### config.mk
export PLATFORM = sky130hd
export DESIGN_NAME = cpu_run_ctrl
export DESIGN_NICKNAME = d
export VERILOG_FILES = /design/src/rtl/cpu_ctrl_pkg.sv /design/src/rtl/cpu_halt_detect.sv /design/src/rtl/cpu_run_ctrl.sv
export SDC_FILE = /design/constraint.sdc
export NUM_CORES = 1
export LEC_CHECK = 0
export ABC_AREA = 1
export ABC_CLOCK_PERIOD_IN_PS = 2900
export CORE_ASPECT_RATIO = 1.5
export CORE_UTILIZATION = 41
export CTS_BUF_LIST = sky130_fd_sc_hd__clkbuf_4
export CTS_CLUSTER_DIAMETER = 150
export DETAILED_ROUTE_END_ITERATION = 8
export HOLD_SLACK_MARGIN = 0.12
export PLACE_DENSITY = 0.93
export SLEW_MARGIN = 20
export SYNTH_ARGS = -nofsm -noshare
export SYNTH_HDL_FRONTEND = slang
export SYNTH_SLANG_ARGS = --single-unit
### constraint.sdc
create_clock -name clk -period 2.9 [get_ports clk]
set_clock_uncertainty 0.15 [all_clocks]
set_input_delay 0.87 -clock clk [delete_from_list [all_inputs] [get_ports clk]]
set_output_delay 0.87 -clock clk [all_outputs]
set_load 0.02 [all_outputs]
### src/rtl/cpu_ctrl_pkg.sv
// Shared types and constants for the CPU run/step/halt controller.
package cpu_ctrl_pkg;

  typedef enum logic [1:0] {
    ST_IDLE = 2'd0,
    ST_RUN  = 2'd1,
    ST_STEP = 2'd2,
    ST_HALT = 2'd3
  } state_e;

  typedef enum logic [1:0] {
    CAUSE_NONE   = 2'd0,
    CAUSE_EBREAK = 2'd1,
    CAUSE_BP     = 2'd2,
    CAUSE_EXT    = 2'd3
  } cause_e;

  localparam logic [31:0] EBREAK_OPCODE = 32'h0010_0073;

endpackage

### src/rtl/cpu_halt_detect.sv
// Combinational halt-condition compare: EBREAK opcode match and PC breakpoint match.
module cpu_halt_detect
  import cpu_ctrl_pkg::*;
#(
  parameter int EBREAK_HALT = 1
) (
  input  logic [31:0] pc_i,
  input  logic [31:0] inst_i,
  input  logic        bp_en_i,
  input  logic [31:0] bp_addr_i,
  input  logic        bp_skip_i,
  output logic        is_ebrk_o,
  output logic        is_bp_o
);

  assign is_ebrk_o = (EBREAK_HALT != 0) && (inst_i == EBREAK_OPCODE);
  // bp_skip lets the instruction we halted on run once after resume.
  assign is_bp_o   = bp_en_i && (pc_i == bp_addr_i) && !bp_skip_i;

endmodule

### src/rtl/cpu_run_ctrl.sv
// Run/step/halt sequencer: gates the datapath enable and counts retired instructions.
module cpu_run_ctrl
  import cpu_ctrl_pkg::*;
#(
  parameter int CNT_W       = 32,
  parameter int EBREAK_HALT = 1
) (
  input  logic             clk,
  input  logic             rst,
  input  logic             run_i,
  input  logic             step_i,
  input  logic             halt_i,
  input  logic             resume_i,
  input  logic [31:0]      pc_i,
  input  logic [31:0]      inst_i,
  input  logic             bp_en_i,
  input  logic [31:0]      bp_addr_i,
  output logic             cpu_en_o,
  output logic [1:0]       state_o,
  output logic [1:0]       cause_o,
  output logic [CNT_W-1:0] retired_o
);

  state_e           state_q, state_d;
  cause_e           cause_q, cause_d;
  logic             bp_skip_q, bp_skip_d;
  logic [CNT_W-1:0] retired_q, retired_d;
  logic             is_ebrk, is_bp;
  logic             cpu_en;

  cpu_halt_detect #(
    .EBREAK_HALT(EBREAK_HALT)
  ) u_halt_detect (
    .pc_i      (pc_i),
    .inst_i    (inst_i),
    .bp_en_i   (bp_en_i),
    .bp_addr_i (bp_addr_i),
    .bp_skip_i (bp_skip_q),
    .is_ebrk_o (is_ebrk),
    .is_bp_o   (is_bp)
  );

  always_comb begin
    state_d   = state_q;
    cause_d   = cause_q;
    bp_skip_d = bp_skip_q;
    cpu_en    = 1'b0;

    // Halt detection is only consulted in RUN/STEP, where pc_i/inst_i are meaningful.
    unique case (state_q)
      ST_IDLE: begin
        if (run_i)       state_d = ST_RUN;
        else if (step_i) state_d = ST_STEP;
      end
      ST_RUN: begin
        cpu_en = !is_ebrk && !is_bp && !halt_i && run_i;
        if (is_ebrk) begin
          state_d = ST_HALT;
          cause_d = CAUSE_EBREAK;
        end else if (is_bp) begin
          state_d   = ST_HALT;
          cause_d   = CAUSE_BP;
          bp_skip_d = 1'b1;
        end else if (halt_i) begin
          state_d = ST_HALT;
          cause_d = CAUSE_EXT;
        end else if (!run_i) begin
          state_d = ST_IDLE;
        end
      end
      ST_STEP: begin
        cpu_en = !is_ebrk;
        if (is_ebrk) begin
          state_d = ST_HALT;
          cause_d = CAUSE_EBREAK;
        end else begin
          state_d = ST_IDLE;
        end
      end
      ST_HALT: begin
        // An ebreak halt is terminal until reset.
        if (resume_i && (cause_q != CAUSE_EBREAK)) begin
          state_d = ST_IDLE;
          cause_d = CAUSE_NONE;
        end
      end
      default: state_d = ST_IDLE;
    endcase

    if (cpu_en) bp_skip_d = 1'b0;
  end

  assign retired_d = retired_q + {{(CNT_W-1){1'b0}}, cpu_en};

  always_ff @(posedge clk or negedge rst) begin
    if (!rst) begin
      state_q   <= ST_IDLE;
      cause_q   <= CAUSE_NONE;
      bp_skip_q <= 1'b0;
      retired_q <= '0;
    end else begin
      state_q   <= state_d;
      cause_q   <= cause_d;
      bp_skip_q <= bp_skip_d;
      retired_q <= retired_d;
    end
  end

  assign cpu_en_o  = cpu_en;
  assign state_o   = state_q;
  assign cause_o   = cause_q;
  assign retired_o = retired_q;

endmodule

==> flow_summary_export.csv, run 1 <==
group,metric,value,unit
critical_path,crit_family,"buffers and inverters",
global_routing,overflow,0,
final_layout,fin_nets,717,
global_routing,grt_pass1_vias,3513,
timing,rsz0062_at_grt,"true",
die,io_pins,140,
critical_path,cp_data_arrival_time,3.37,ns
timing,clock.fmax,0.306,GHz
flow_run,cap_viol_max_count,0,
detailed_routing,ant_nets,0,
logic_synthesis,syn_nets,503,
final_layout,fillCellCount,457,
global_routing,grt_pass1_wl,15.0,mm
critical_path,crit_path_max_fanout,2,
logic_synthesis,synthCells,393,
placed_design,portBuffers,139,
die,placementRows,36,
logic_synthesis,ys_types,24,
power,power_density,369,nW/um^2
placed_design,dp_hpwl,7.08,mm
logic_synthesis,synth.top_cell.area_share,34.0,%
timing,fin_crit_sh,113,%
logic_synthesis,ys_warn_count,0,
final_layout,drive_gt1_share,40.0,%
global_routing,grt_usage,29.6,%
placed_design,dpl_worst_slack,-1.12,ns
timing,final.setup.worst_slack,-0.363,ns
run_status,violations,"setup timing",
timing,final-max-slew-violation-count,0,
detailed_routing,drtIter0Drc,155,
min_path,hold_depth,1,
critical_path,crit_top_cell,"buf_4",
timing,setup_viol,21,
critical_path,cp.depth,20,
detailed_routing,vias_per_cell,4.98,
global_routing,grt_max_degree,38,
timing,timing.hold.ws,0.355,ns
logic_synthesis,synth_area_per_cell,6.93,sq um
clock_tree,cts_tree,"yes",
clock_tree,clk_latency,0.37,ns
logic_synthesis,ys_seq_area_share,34.0,%
logic_synthesis,synth_area,2720,sq um
detailed_routing,num_vias,3405,
die,core_area,6440,sq um
clock_tree,cts_buffers,5,
logic_synthesis,synthDominantAreaCellType,"dfrtp_1",
timing,hold_viol_final,0,
timing,slew_headroom,45.5,%
die,die_w,68.6,um
critical_path,cp-start-kind,"input pin",
power,p_leak,0.00251,uW
detailed_routing,drc,0,
run_status,status,"complete, but fails checks",
power,ir_drop,427,uV
clock_tree,cts.sinks,37,
clock_tree,path_clk_slew,0.13,ns
final_layout,fin_util,73.8,%
critical_path,critPathMaxStageDelay,0.23,ns
die,die_h,102,um
critical_path,end_kind,"flop",
logic_synthesis,synth_seq_cells,37,
critical_path,cp.required,3.01,ns
placed_design,routabilityCongestion,0.916,
die,die-area,6980,sq um
timing,min_period,3.26,ns
min_path,min_path_type,"flop to flop",
critical_path,worst-setup-path-type,"input pin to flop",
clock_tree,clk_path_buf_depth,2,
timing,worst_slew_pin_slew,0.818,ns
detailed_routing,wl_per_cell,15.6,um
global_routing,antenna_found_initial,0,
critical_path,cp_slowest_cell,"o211ai_1",
critical_path,reg2regPathDepth,17,
detailed_routing,drtPass1Iterations,4,
clock_tree,htree_levels,2,
final_layout,syn_to_final_growth,74.5,%
die,start_util,42.3,%
final_layout,antenna_cells,0,
detailed_routing,finalWirelength,10.7,mm
critical_path,path_cells,"buf_4, nor2_4, nand2_2, nor2_2, nand2_2, buf_6, buf_4, buf_4, buf_4, buf_4, buf_4, buf_4, buf_4, buf_4, buf_4, buf_4, buf_4, buf_4, o211ai_1, o21ai_1",
critical_path,critPathBufInv,14,
clock_tree,clock-root-buffer,"clkbuf_4",
logic_synthesis,synth_area_leaders,"dfrtp_1, nand2_1, inv_1",
## layer usage
| layer | up-vias | global-route usage (%) | wire [um] |
|---|---|---|---|
| met5 | - | 0 | 0 |
| met4 | 0 | 17.8 | 702 |
| met3 | 59 | 6.58 | 677 |
| met2 | 140 | 57.8 | 5880 |
| met1 | 1580 | 25.7 | 3430 |
| li1 | 1626 | - | - |
## power by group
group	total, uW	internal [uW]	leakage [uW]	switching [uW]
clock	285	91.8	0.0000326	194
sequential	676	581	0.000478	94.6
combinational	791	368	0.00200	423
## flip-flops by register name (all words and copies together) (netlist names)
| register | cells |
|---|---|
| bp_skip_q | 1 |
| state_o | 2 |
| retired_o | 32 |
| cause_o | 2 |
## cell type report
cell class / count / area [sq um] / share of cell area [%]
Clock inverter: 3 / 17.5 / 0.369
Tap cell: 76 / 95.1 / 2.00
Clock buffer: 5 / 37.5 / 0.790
Sequential cell: 37 / 926 / 19.5
Inverter: 72 / 278 / 5.84
Multi-Input combinational cell: 284 / 1810 / 38.0
Timing Repair Buffer: 207 / 1590 / 33.5
## timing repair
action / 4_1_cts / 5_1_grt
hold buffers: 0 / 0
pin swaps: 93 / 68
buffers inserted: 39 / 14
resized for setup: 340 / 78
endpoints found under the setup margin: 27 / 26
## layout by cell type, fill, tap and decap left out, drive strengths merged
cell type      count
nor3               6
xnor2             16
clkbuf            26
buf              130
o211ai             1
nand2            116
clkinv             3
xor2              22
nand3b             1
inv               72
a21oi              4
nor2              66
nor4               7
nand3             17
o21ai             11
nand4              9
clkdlybuf4s15     16
or2                1
ha                 7
dfrtp             37
clkdlybuf4s50     40
## stage by stage
step           instance area (sq um)  cells  total power [uW]  setup TNS [ns]
5_1_grt                         4750    684              1860           -6.98
6_report                        4750    684              1750           -4.23
2_1_floorplan                   2800    393              1040           -4.48
3_5_place_dp                    4430    628              1440          -24.05
3_3_place_gp                    4430    628              1420          -20.83
4_1_cts                         4700    674              1700           -3.41
## cell usage after synthesis
cell type / number
o21ai_0: 11
nand3b_1: 1
nand4_4: 1
nand3_1: 12
nor3_2: 3
nand2_2: 2
nand2_1: 114
nor4_1: 6
nand4_1: 7
nand4_2: 1
xnor2_1: 16
nor2_1: 58
nand3_2: 5
nor2_4: 4
dfrtp_1: 37
or2_2: 1
nor2_2: 4
nor4_2: 1
a21oi_1: 4
inv_1: 72
xor2_1: 22
nor3_1: 3
o211ai_1: 1
ha_1: 7
## final timing paths
| kind | endpoint | slack, ns | start |
|---|---|---|---|
| max reg2reg | retired_o[24] | -0.03 | state_o[0] |
| min reg2reg | retired_o[31] | 0.35 | retired_o[31] |
| min | retired_o[31] | 0.35 | retired_o[31] |
| max | cause_o[1] | -0.36 | inst_i[14] |
| min in group asynchronous | retired_o[7] | 0.42 | rst |
| max in group asynchronous | state_o[1] | 1.64 | rst |
## kinds of logic after synthesis
family          after synthesis  share of synthesized area, %
simple gates                223                          37.6
buf+inv                      72                          9.92
xor+xnor                     38                          12.2
flops                        37                          34.0
compound gates               16                          3.03
fa+ha+maj                     7                          3.22
(Power assumes the default switching activity.)
==> inputs of run 2 (changes only) <==
Settings changed: CORE_MARGIN from default to 5.
==> flow_summary_export.csv, run 2 (synthesis gave the netlist of run 1 again) <==
group,metric,value,unit
die,die_w,76.6,um
timing,slew_headroom,44.5,%
run_status,violations,"setup timing",
die,start_util,42.0,%
clock_tree,path_clk_slew,0.14,ns
power,p_sw,682,uW
final_layout,drive_gt1_share,34.5,%
timing,timing.hold.ws,0.364,ns
timing,final.setup.worst_slack,-0.402,ns
placed_design,routabilityCongestion,0.872,
timing,hold_viol_final,0,
final_layout,syn_to_final_growth,70.1,%
clock_tree,clk_latency,0.35,ns
critical_path,worstReg2RegStart,"state_o[1]",
critical_path,cp.required,2.98,ns
clock_tree,clock-root-buffer,"clkbuf_4",
clock_tree,htree_levels,2,
timing,rsz0062_at_grt,"true",
global_routing,grt_usage,22.8,%
die,placementRows,36,
die,die_h,110,um
critical_path,cp_slowest_cell,"clkdlybuf4s15_1",
power,clkPwrFrac,15.9,%
clock_tree,clk_path_buf_depth,2,
critical_path,reg2regPathDepth,17,
clock_tree,cts.sinks,37,
detailed_routing,finalWirelength,10.2,mm
timing,final-max-slew-violation-count,0,
final_layout,largest_reg_flops,32,
critical_path,crit_path_max_fanout,2,
timing,setup_viol,22,
min_path,hp-start,"retired_o[26]",
critical_path,path_cells,"clkdlybuf4s15_1, nand3_2, nor2_1, nand2_1, nor2_4, buf_4, nor2_2, inv_2, a21oi_4, ha_4, buf_6, nand3_4, nor2_4, buf_4, nand2_4, nor2_4, nand4_4, nor2_4, nand3_2, nor2_2, nand2_1, xnor2_1",
final_layout,antenna_cells,0,
detailed_routing,num_vias,3221,
power,sequentialPowerShare,38.8,%
global_routing,grt_max_degree,38,
global_routing,grt_pass1_wl,15.6,mm
critical_path,end_kind,"flop",
detailed_routing,drtPass1Iterations,4,
critical_path,cp-start-kind,"input pin",
final_layout,final_common_cell,"nand2_1",
timing,fin_crit_sh,114,%
power,comb_power_share,45.3,%
power,p_int,1060,uW
clock_tree,cts_tree,"yes",
detailed_routing,ant_nets,0,
critical_path,crit_path_start,"inst_i[0]",
power,p_leak,0.00242,uW
power,swShare,39.2,%
critical_path,critPathBufInv,5,
critical_path,cp.depth,22,
flow_run,cap_viol_max_count,0,
final_layout,fin_nets,688,
critical_path,critPathMaxStageDelay,0.22,ns
critical_path,crit_top_cell,"nor2_4",
critical_path,worst-setup-path-type,"input pin to flop",
detailed_routing,vias_per_cell,4.92,
timing,worst_slew_pin_slew,0.833,ns
critical_path,crit_family,"simple AND/OR/NAND/NOR gates",
min_path,hold_depth,1,
run_status,status,"complete, but fails checks",
die,io_pins,140,
global_routing,overflow,0,
critical_path,cp_data_arrival_time,3.39,ns
detailed_routing,wl_per_cell,15.5,um
clock_tree,cts_buffers,5,
global_routing,grt_pass1_vias,3392,
power,ir_drop,232,uV
timing,clock.fmax,0.303,GHz
min_path,min_path_type,"flop to flop",
final_layout,mostFrequentLayoutCells,"nand2_1, inv_1, nor2_1",
timing,min_period,3.30,ns
power,power_density,376,nW/um^2
detailed_routing,drc,0,
die,die-area,8410,sq um
detailed_routing,drtIter0Drc,105,
placed_design,dpl_worst_slack,-1.06,ns
placed_design,dp_hpwl,7.40,mm
global_routing,antenna_found_initial,0,
placed_design,portBuffers,139,
die,core_area,6490,sq um
## run 2: worst reg2reg max path: cells and delay by family, from the launching register on
family,cells,cell delay (ns)
compound gates,1,0.21
xor+xnor,1,0.13
simple gates,10,1.19
fa+ha+maj,2,0.41
flops,1,0.45
buf+inv,3,0.35
## run 2: layer usage
metal	track usage, %	routed length (um)	up-vias
met5	0	0	-
met1	22.9	3610	1510
met4	6.38	318	0
li1	-	-	1570
met2	46.0	5720	115
met3	5.33	508	26
## run 2: repair_timing
action | 4_1_cts | 5_1_grt
pin swaps | 84 | 39
endpoints found under the setup margin | 28 | 25
hold endpoints to repair | 0 | 0
hold buffers | 0 | 0
buffers inserted | 18 | 7
resized for setup | 335 | 58
## run 2: worst paths after layout
check,end,slack (ns)
max,retired_o[21],-0.40
min,retired_o[26],0.36
max reg2reg,retired_o[21],-0.09
min reg2reg,retired_o[26],0.36
max in group asynchronous,retired_o[21],1.61
min in group asynchronous,retired_o[8],0.45
## run 2: cell type report
| type | count | area [sq um] |
|---|---|---|
| clock inverter | 3 | 17.5 |
| fill | 510 | 1850 |
| sequential | 37 | 926 |
| inverter | 72 | 278 |
| tap | 76 | 95.1 |
| clock buffer | 5 | 37.5 |
| multi-input combinational | 284 | 1800 |
| timing repair buffer | 178 | 1480 |
## run 2: metrics by stage
step                TNS (ns)  instance area, sq um  util (%)  power, uW  std cells
floorplan              -4.48                  2800         -       1040        393
global placement      -20.99                  4440      68.5       1420        629
detailed placement    -22.79                  4440      68.5       1450        629
CTS                    -4.32                  4470      68.8       1710        654
global route           -8.98                  4630      71.4       1860        655
finish                 -5.38                  4630      71.4       1740        655
## run 2: power by group through the flow
stage          logic [uW]  registers [uW]  clock network (uW)
3_5_place_dp          777             678                   0
4_1_cts               755             672                 280
5_1_grt               863             687                 309
6_report              788             675                 277
2_1_floorplan         295             742                   0
3_3_place_gp          749             673                   0
==> inputs of run 3 (changes only) <==
Settings changed: ABC_CLOCK_PERIOD_IN_PS 2900 to 2800, CORE_UTILIZATION 41 to 37, PLACE_DENSITY 0.93 to 0.89.
Clock period 2.9 ns to 2.8 ns, I/O delays scaled along.
==> flow_summary_export.csv, run 3 (synthesis gave the netlist of run 1 again) <==
group,metric,value,unit
final_layout,drive_gt1_share,38.2,%
critical_path,cp.required,2.92,ns
global_routing,grt_pass1_wl,15.5,mm
clock_tree,path_clk_slew,0.12,ns
critical_path,path_cells,"clkdlybuf4s15_1, nand4_1, nor2_1, nand2_1, nor2_2, nor2_2, nand4_1, a21oi_4, ha_4, ha_4, nand3_4, nor2_4, nand2_4, nor2_4, nand4_4, buf_4, buf_6, nor2_2, xor2_1",
critical_path,end_kind,"flop",
final_layout,fin_nets,709,
power,p_leak,0.00248,uW
critical_path,worstReg2RegStart,"state_o[0]",
critical_path,crit_path_start,"inst_i[6]",
placed_design,portBuffers,139,
final_layout,fin_util,66.1,%
critical_path,crit_path_max_fanout,3,
critical_path,critPathBufInv,3,
global_routing,grt_usage,21.3,%
clock_tree,htree_levels,2,
die,die_h,115,um
critical_path,cp_data_arrival_time,3.31,ns
clock_tree,cts_tree,"yes",
final_layout,largest_reg_flops,32,
timing,slew_headroom,45.7,%
detailed_routing,wl_per_cell,15.0,um
critical_path,critPathMaxStageDelay,0.22,ns
final_layout,syn_to_final_growth,75.4,%
global_routing,antenna_found_initial,0,
min_path,min_path_type,"flop to flop",
global_routing,grt_pass1_vias,3541,
detailed_routing,drt-met1-wl,3.45,mm
run_status,violations,"setup timing",
timing,setup_viol,25,
die,start_util,37.7,%
detailed_routing,vias_per_cell,4.77,
flow_run,cap_viol_max_count,0,
final_layout,final_common_cell,"nand2_1",
timing,final.setup.worst_slack,-0.385,ns
detailed_routing,wl_met2,5.86,mm
clock_tree,clk_path_buf_depth,2,
final_layout,antenna_cells,0,
die,die-area,9210,sq um
clock_tree,ctsHoldBuffers,0,
clock_tree,clk_latency,0.35,ns
die,die_w,80.1,um
detailed_routing,num_vias,3341,
critical_path,cp_slowest_cell,"a21oi_4",
timing,clock.fmax,0.314,GHz
global_routing,grt_max_degree,38,
critical_path,crit_top_cell,"nor2_2",
timing,worst_slew_pin_slew,0.815,ns
detailed_routing,ant_nets,0,
clock_tree,cts.sinks,37,
run_status,status,"complete, but fails checks",
timing,final-max-slew-violation-count,0,
critical_path,crit_family,"simple AND/OR/NAND/NOR gates",
timing,rsz0062_at_grt,"true",
detailed_routing,wl_met3,709,um
min_path,hp-start,"retired_o[30]",
placed_design,dp_hpwl,7.43,mm
detailed_routing,top_layer,"met4",
power,p_total,1790,uW
placed_design,routabilityCongestion,0.844,
die,placementRows,38,
detailed_routing,drtPass1Iterations,4,
clock_tree,cts_buffers,5,
detailed_routing,finalWirelength,10.5,mm
timing,min_period,3.18,ns
critical_path,cp-start-kind,"input pin",
global_routing,overflow,0,
final_layout,mostFrequentLayoutCells,"nand2_1, inv_1, buf_4",
detailed_routing,drtIter0Drc,83,
critical_path,worst-setup-path-type,"input pin to flop",
placed_design,dp.cells,660,
power,power_density,376,nW/um^2
power,ir_drop,380,uV
clock_tree,clock-root-buffer,"clkbuf_4",
die,core_area,7230,sq um
final_layout,final_cell_count_no_fill,700,
timing,hold_viol_final,0,
timing,fin_crit_sh,114,%
detailed_routing,drc,0,
die,io_pins,140,
-- run 3: final cells by class --
class | instances | area [sq um]
fill | 587 | 2450
multi-input combinational | 284 | 1770
timing repair buffer | 199 | 1620
sequential | 37 | 926
inverter | 72 | 280
tap | 100 | 125
clock buffer | 5 | 37.5
clock inverter | 3 | 17.5
-- run 3: per-layer routing --
metal	GRT usage, %	up-vias
li1	-	1606
met1	19.3	1553
met2	42.0	138
met3	5.49	44
met4	10.7	0
met5	0	-
-- run 3: path summary, 6_finish.rpt --
path | end | slack [ns] | cells past startpoint
min in group asynchronous | retired_o[27] | 0.42 | 1
max in group asynchronous | state_o[0] | 1.56 | 1
setup / recovery | retired_o[16] | -0.38 | 19
setup reg to reg | retired_o[16] | -0.05 | 17
hold reg to reg | retired_o[30] | 0.35 | 1
hold / removal | retired_o[30] | 0.35 | 1
-- run 3: metrics by stage --
stage               cell area (sq um)  hold WS [ns]  setup WS (ns)  setup TNS (ns)
floorplan                        2800         0.330         -0.437           -5.96
global placement                 4520         0.305          -1.06          -23.78
detailed placement               4520         0.322          -1.11          -26.31
CTS                              4590         0.349         -0.268           -3.66
global route                     4780         0.376         -0.500           -8.25
finish                           4780         0.350         -0.385           -5.08
-- run 3: report_power, final --
group	internal, uW	total, uW	switching [uW]
clock network	94.7	277	183
registers	602	682	80.0
logic	403	835	431
-- run 3: worst reg2reg max path, stage by stage (launching register included) --
cell and delay [ns]:
dfrtp_1 0.42, inv_1 0.09, ha_1 0.17, inv_1 0.11, nor2_4 0.14, inv_2 0.06, a21oi_4 0.19, ha_4 0.18
ha_4 0.14, nand3_4 0.08, nor2_4 0.15, nand2_4 0.08, nor2_4 0.16, nand4_4 0.12, buf_4 0.17, buf_6 0.12
nor2_2 0.10, xor2_1 0.16
-- run 3: what timing repair did --
action	in CTS	in global routing
setup buffers	30	9
gates resized for setup	343	70
pin swaps	77	54
endpoints found under the setup margin	29	30
